<file path="src/rtl/conv3x3_accum_ctrl.sv">
// Channel-accumulating sequencer around an external 9-tap int8 inner-dot unit:
// accumulates dot results over cfg_cin windows on top of a bias, then requantizes to int8.
module conv3x3_accum_ctrl #(
  parameter int SUM_WIDTH = 20,
  parameter int ACC_WIDTH = 26,
  parameter int CNT_WIDTH = 5
) (
  input  logic                 clk,
  input  logic                 rst,
  input  logic                 start,
  input  logic [CNT_WIDTH-1:0] cfg_cin,
  input  logic [3:0]           cfg_shift,
  input  logic                 cfg_relu,
  input  logic [15:0]          bias,
  input  logic                 win_valid,
  output logic                 win_ready,
  input  logic [71:0]          win_data,
  input  logic [71:0]          win_weight,
  output logic [71:0]          dot_data,
  output logic [71:0]          dot_weight,
  input  logic [SUM_WIDTH-1:0] dot_ans,
  output logic                 out_valid,
  input  logic                 out_ready,
  output logic [7:0]           out_data,
  output logic                 busy,
  output logic                 done
);

  typedef enum logic [1:0] {
    S_IDLE,
    S_ACCUM,
    S_QUANT,
    S_OUT
  } state_t;

  localparam logic [CNT_WIDTH-1:0]        CNT_ONE = CNT_WIDTH'(1);
  localparam logic signed [ACC_WIDTH-1:0] SAT_MAX = ACC_WIDTH'(127);
  localparam logic signed [ACC_WIDTH-1:0] SAT_MIN = -ACC_WIDTH'(128);

  state_t                       r_state;
  logic signed [ACC_WIDTH-1:0]  r_acc;
  logic [CNT_WIDTH-1:0]         r_ch_cnt;
  logic [CNT_WIDTH-1:0]         r_cin;
  logic [3:0]                   r_shift;
  logic                         r_relu;
  logic [7:0]                   r_out_data;
  logic                         r_out_valid;
  logic                         r_busy;
  logic                         r_done;

  logic                         w_accum;
  logic signed [ACC_WIDTH-1:0]  w_dot_ext;
  logic signed [ACC_WIDTH-1:0]  w_bias_ext;
  logic signed [ACC_WIDTH-1:0]  w_shifted;
  logic signed [ACC_WIDTH-1:0]  w_relu_val;
  logic [7:0]                   w_quant;

  assign w_accum    = (r_state == S_ACCUM);
  assign win_ready  = w_accum;
  assign dot_data   = w_accum ? win_data   : 72'd0;
  assign dot_weight = w_accum ? win_weight : 72'd0;

  assign w_dot_ext  = {{(ACC_WIDTH-SUM_WIDTH){dot_ans[SUM_WIDTH-1]}}, dot_ans};
  assign w_bias_ext = {{(ACC_WIDTH-16){bias[15]}}, bias};

  assign out_valid = r_out_valid;
  assign out_data  = r_out_data;
  assign busy      = r_busy;
  assign done      = r_done;

  // Requantize: arithmetic shift, optional ReLU, then clamp into int8.
  always_comb begin
    // NOTE: every always_comb output gets a default first so no path can infer a latch.
    w_quant    = 8'd0;
    w_shifted  = r_acc >>> r_shift;
    w_relu_val = (r_relu && w_shifted[ACC_WIDTH-1]) ? '0 : w_shifted;
    if (w_relu_val > SAT_MAX) begin
      w_quant = 8'h7F;
    end else if (w_relu_val < SAT_MIN) begin
      w_quant = 8'h80;
    end else begin
      w_quant = w_relu_val[7:0];
    end
  end

  // NOTE: all state updates use non-blocking assignments so every register samples pre-edge values.
  always_ff @(posedge clk) begin
    if (rst) begin
      r_state     <= S_IDLE;
      r_acc       <= '0;
      r_ch_cnt    <= '0;
      r_cin       <= '0;
      r_shift     <= '0;
      r_relu      <= 1'b0;
      r_out_data  <= '0;
      r_out_valid <= 1'b0;
      r_busy      <= 1'b0;
      r_done      <= 1'b0;
    end else begin
      r_done <= 1'b0;
      case (r_state)
        S_IDLE: begin
          // The done cycle still belongs to the finishing job, so a start there is dropped.
          if (start && !r_done) begin
            r_cin    <= cfg_cin;
            r_shift  <= cfg_shift;
            r_relu   <= cfg_relu;
            r_acc    <= w_bias_ext;
            r_ch_cnt <= '0;
            r_busy   <= 1'b1;
            r_state  <= (cfg_cin != '0) ? S_ACCUM : S_QUANT;
          end
        end
        S_ACCUM: begin
          if (win_valid) begin
            r_acc    <= r_acc + w_dot_ext;
            r_ch_cnt <= r_ch_cnt + CNT_ONE;
            if (r_ch_cnt == r_cin - CNT_ONE) begin
              r_state <= S_QUANT;
            end
          end
        end
        S_QUANT: begin
          r_out_data  <= w_quant;
          r_out_valid <= 1'b1;
          r_state     <= S_OUT;
        end
        S_OUT: begin
          if (out_ready) begin
            r_out_valid <= 1'b0;
            r_done      <= 1'b1;
            r_busy      <= 1'b0;
            r_state     <= S_IDLE;
          end
        end
        default: r_state <= S_IDLE;
      endcase
    end
  end

endmodule

</file>
<file path="config.mk">
export PLATFORM = sky130hd
export DESIGN_NAME = conv3x3_accum_ctrl
export DESIGN_NICKNAME = d
export VERILOG_FILES = /design/src/rtl/conv3x3_accum_ctrl.sv
export SDC_FILE = /design/constraint.sdc
export NUM_CORES = 1
export LEC_CHECK = 0
export BUFFER_PORTS_ARGS = -buffer_cell sky130_fd_sc_hd__clkbuf_2
export CAP_MARGIN = 10
export CORE_AREA = 8 8 152 154
export CTS_BUF_LIST = sky130_fd_sc_hd__clkbuf_16
export DETAILED_ROUTE_END_ITERATION = 7
export DIE_AREA = 0 0 160 162
export PLACE_DENSITY_LB_ADDON = 0.1
export RECOVER_POWER = 100
export SYNTH_ARGS = -nofsm -noshare
export SYNTH_HDL_FRONTEND = slang
export SYNTH_SLANG_ARGS = --single-unit
export TNS_END_PERCENT = 5
</file>
<file path="constraint.sdc">
create_clock -name clk -period 2.5 [get_ports clk]
set_input_delay 0.375 -clock clk [delete_from_list [all_inputs] [get_ports clk]]
set_output_delay 0.375 -clock clk [all_outputs]
set_load 0.01 [all_outputs]
</file>
==> impl_results.md <==
* Clock latency on the worst-skew pair at ~0.31 ns
* Area growth, synth to finish at 51.5%
* Gate Count Post-Synth at ~760
* Detailed Place HPWL at about 25000 µm
* Post-Route Setup TNS at -0.262 ns
* Cell-internal power at 4.69 mW
* Number of inserted filler cells in the final layout at about 2200
* Number of global-route vias before repair at between 7000 and 8000
* RSZ-0062 raised after global routing: yes
* Number of synthesized register bits at 54
* Final setup violation count at 11
* X dimension of the die at about 160 µm
* Die boundary height at ~160 µm
* Starting DRC count in detailed routing at 441
* Area of the multi-input gates at 0.00491 mm²
* Type of destination of the critical path: flop
* Power per unit of standard cell area at 989 mW/mm²
* DRC violations left at 0
* Net switching power figure at ~4.4 mW
* Library cell used as clock root buffer: clkbuf_16
* Final total power at approximately 9 mW
* Setup slack after placement at -0.349 ns
* Number of antenna violations at the first check in global routing at 2
* Reg power frac at roughly 16%
* Reg area at between 0.001 and 0.0015 mm²
* Net switching share of the total power at between 40% and 50%
* Via density per instance at 4.89
* Post-Route Skew at a little over 0.01 ns
* Residual antenna-violating net count after detailed routing at 0
* Area of the die at roughly 0.026 mm²
* Synthesized netlist net count at 991
* Initial core utilization at 29.4%
* Total leakage power at 4.27 nW
* I/O pin total at ~350
* Max capacitance violation total at 0
* Clock net sink count at 54
* Initial DRT Pass Iterations at 5
* Clock group share of total power at approximately 8.5%
* Combined global-route utilization of all metal layers at 21.9%
* Vias after detailed routing at between 7000 and 8000
* Crit share post-route at 104%
* Final cell count without fillers at ~1500
* Proportion of power drawn by combinational gates at between 70% and 80%
* CTS tree: built
* Clock Tree Buf Depth at 2
* Placeable core region at 0.0207 mm²
* Syn. warnings at 0
* Largest fanout of any net on the critical path at 5
* Port Buffers at 350
* Crit path arrival time at about 2.8 ns
* CP Data Required Time at 2.67 ns
* Min Clock Period, post-route at 2.59 ns
* Number of flops mapped to enable cells by yosys at 0
* Count of endpoints failing hold in the final timing report at 0
* Result of the run: complete, but fails checks
* Classification of the worst-slack hold path: in -> reg
* Count of distinct cell types in the synthesized netlist at 73
* Setup ws final at -0.0888 ns
* Synth Area per Inst at around 8.0 µm²
* H-tree levels at 2
* Ratio of cells with drive above 1 in the final layout at a little over two fifths
* Final-report max-slew violation count at 0
* Most used flip-flop cell after synthesis: dfxtp_1
* Final Net Count at about 1400
* Relative slew margins at a little under half
* Gpl congestion at approximately 0.89
* WL final at roughly 30000 µm
* Type of the setup path with the least slack: reg -> reg
* Share of synthesized registers carrying an async set or reset at 0%
* Routed length per instance at 20.5 µm
* Worst vdd rail ir drop at between 0.3 and 0.4 mV
* Grt ovf at 0
* Clock slew at the register clock pins of the worst setup and hold paths at 0.08 ns
* Post-synth design cell area at 0.00609 mm²
* First-pass GRT wire length at between 40000 and 50000 µm
* Num CTS Buffers at 5
* Violations in the final reports: negative setup slack
* Number of placement rows at 53
* Total placed cells including tap cells at between 1000 and 1500
* Worst slew pin tran at 0.816 ns
* Maximum operating frequency at approximately 390 MHz
* Part of the Yosys area used for sequential elements at between 15 and 20%
* Startpoint class of the critical path: flop
* Maximum number of pins on one net before global-route repair at slightly above 100
## final timing paths
check	startpoint	end	slack, ns	depth (start not counted)
max	r_acc[12]	r_acc[21]	-0.09	13
min	cfg_relu	r_relu	0.29	3
max reg2reg	r_acc[12]	r_acc[21]	-0.09	13
min reg2reg	out_data[7]	out_data[7]	0.48	2
## registers in the layout (all words and copies together), names as in the netlist
| register | flops |
|---|---|
| r_shift | 4 |
| done | 1 |
| out_valid | 1 |
| r_state | 2 |
| busy | 1 |
| r_acc | 26 |
| r_cin | 5 |
| r_ch_cnt | 5 |
| out_data | 8 |
| r_relu | 1 |
## routing by layer
metal / GRT usage [%] / routed length [µm] / vias up
met2: 38.7 / 15300 / 221
met5: 0 / 0 / -
li1: - / - / 3584
met1: 26.0 / 12200 / 3333
met3: 5.06 / 1870 / 20
met4: 5.90 / 624 / 0
## cell type report
type,instances,share of cell area (%)
antenna,3,0.0814
clock buffer,5,1.36
clock inverter,3,0.312
inverter,19,0.814
multi-input combinational,639,53.3
sequential,54,11.8
tap,275,3.73
timing repair buffer,467,28.6
## cell usage in the layout, fill, tap and decap left out, types with 14 or more instances in the layout
cell type and count:
xnor2_1 16, ha_1 28, nand2_1 58, clkbuf_2 297, mux2i_1 34, and2_0 60, mux4_2 14, nor3_1 16
dfxtp_1 48, and2_1 87, nor2_1 63, inv_1 15, clkbuf_1 59, o21ai_0 16, a21oi_1 50, a211oi_1 20
buf_4 100
## stage by stage
stage | hold WS [ns] | utilization, % | area (µm²)
after floorplan | 0.449 | - | 6140
after global placement | 0.460 | 42.8 | 8860
after detailed placement | 0.467 | 42.8 | 8860
after CTS | 0.282 | 44.4 | 9180
after global routing | 0.285 | 44.6 | 9220
final | 0.293 | 44.6 | 9220
## worst max-delay path: stages, from the launching register on
cell and delay [ns]:
dfxtp_2 0.34, ha_4 0.26, buf_4 0.13, and3_4 0.19, nand4_1 0.11, a211o_1 0.35
o221ai_4 0.24, a31oi_4 0.13, buf_4 0.15, buf_4 0.12, buf_4 0.12, xnor2_1 0.11
a21oi_1 0.13, nor3_1 0.05
## kinds of logic (layout without fill, tap and decap cells)
| kind of cell | after synthesis | count (layout) | share of synthesized area, % |
|---|---|---|---|
| AO/OA/AOI/OAI | 172 | 172 | 19.5 |
| XOR/XNOR | 26 | 26 | 3.74 |
| adder cells (fa/ha/maj) | 33 | 33 | 6.91 |
| buffers and inverters | 70 | 494 | 5.47 |
| flip-flops | 54 | 54 | 17.8 |
| multiplexers | 70 | 70 | 16.7 |
| other | 0 | 3 | 0 |
| AND/OR/NAND/NOR | 338 | 338 | 29.9 |
## power by group through the flow
stage          clock, mW  sequential [mW]  combinational [mW]
2_1_floorplan          0             1.40                4.01
3_3_place_gp           0             1.46                6.66
3_5_place_dp           0             1.46                6.64
4_1_cts            0.814             1.45                6.90
5_1_grt            0.846             1.51                7.56
6_report           0.778             1.47                6.88
## Yosys cell counts (9+ instances only)
master | instances | area [µm²]
mux2_2 | 11 | 124
nor2_1 | 64 | 240
o21ai_0 | 23 | 115
mux4_1 | 11 | 289
ha_1 | 32 | 400
buf_1 | 9 | 33.8
mux2i_1 | 37 | 370
xnor2_1 | 16 | 140
nor3_1 | 16 | 80.1
a21oi_1 | 50 | 250
a21o_1 | 11 | 82.6
nand2_1 | 58 | 218
dfxtp_1 | 54 | 1080
clkbuf_1 | 31 | 116
a211oi_1 | 22 | 165
and2_1 | 147 | 920
xor2_1 | 10 | 87.6
mux4_2 | 9 | 203
inv_1 | 16 | 60.1
## what timing repair did
item,4_1_cts,5_1_grt
gates resized for setup,33,24
setup buffers,5,5
endpoints found under the hold margin,0,0
hold buffers,0,0
pin swaps,25,21
cloned,0,1
endpoints found under the setup margin,14,27
Note: power is estimated with default switching activity, not from simulation.
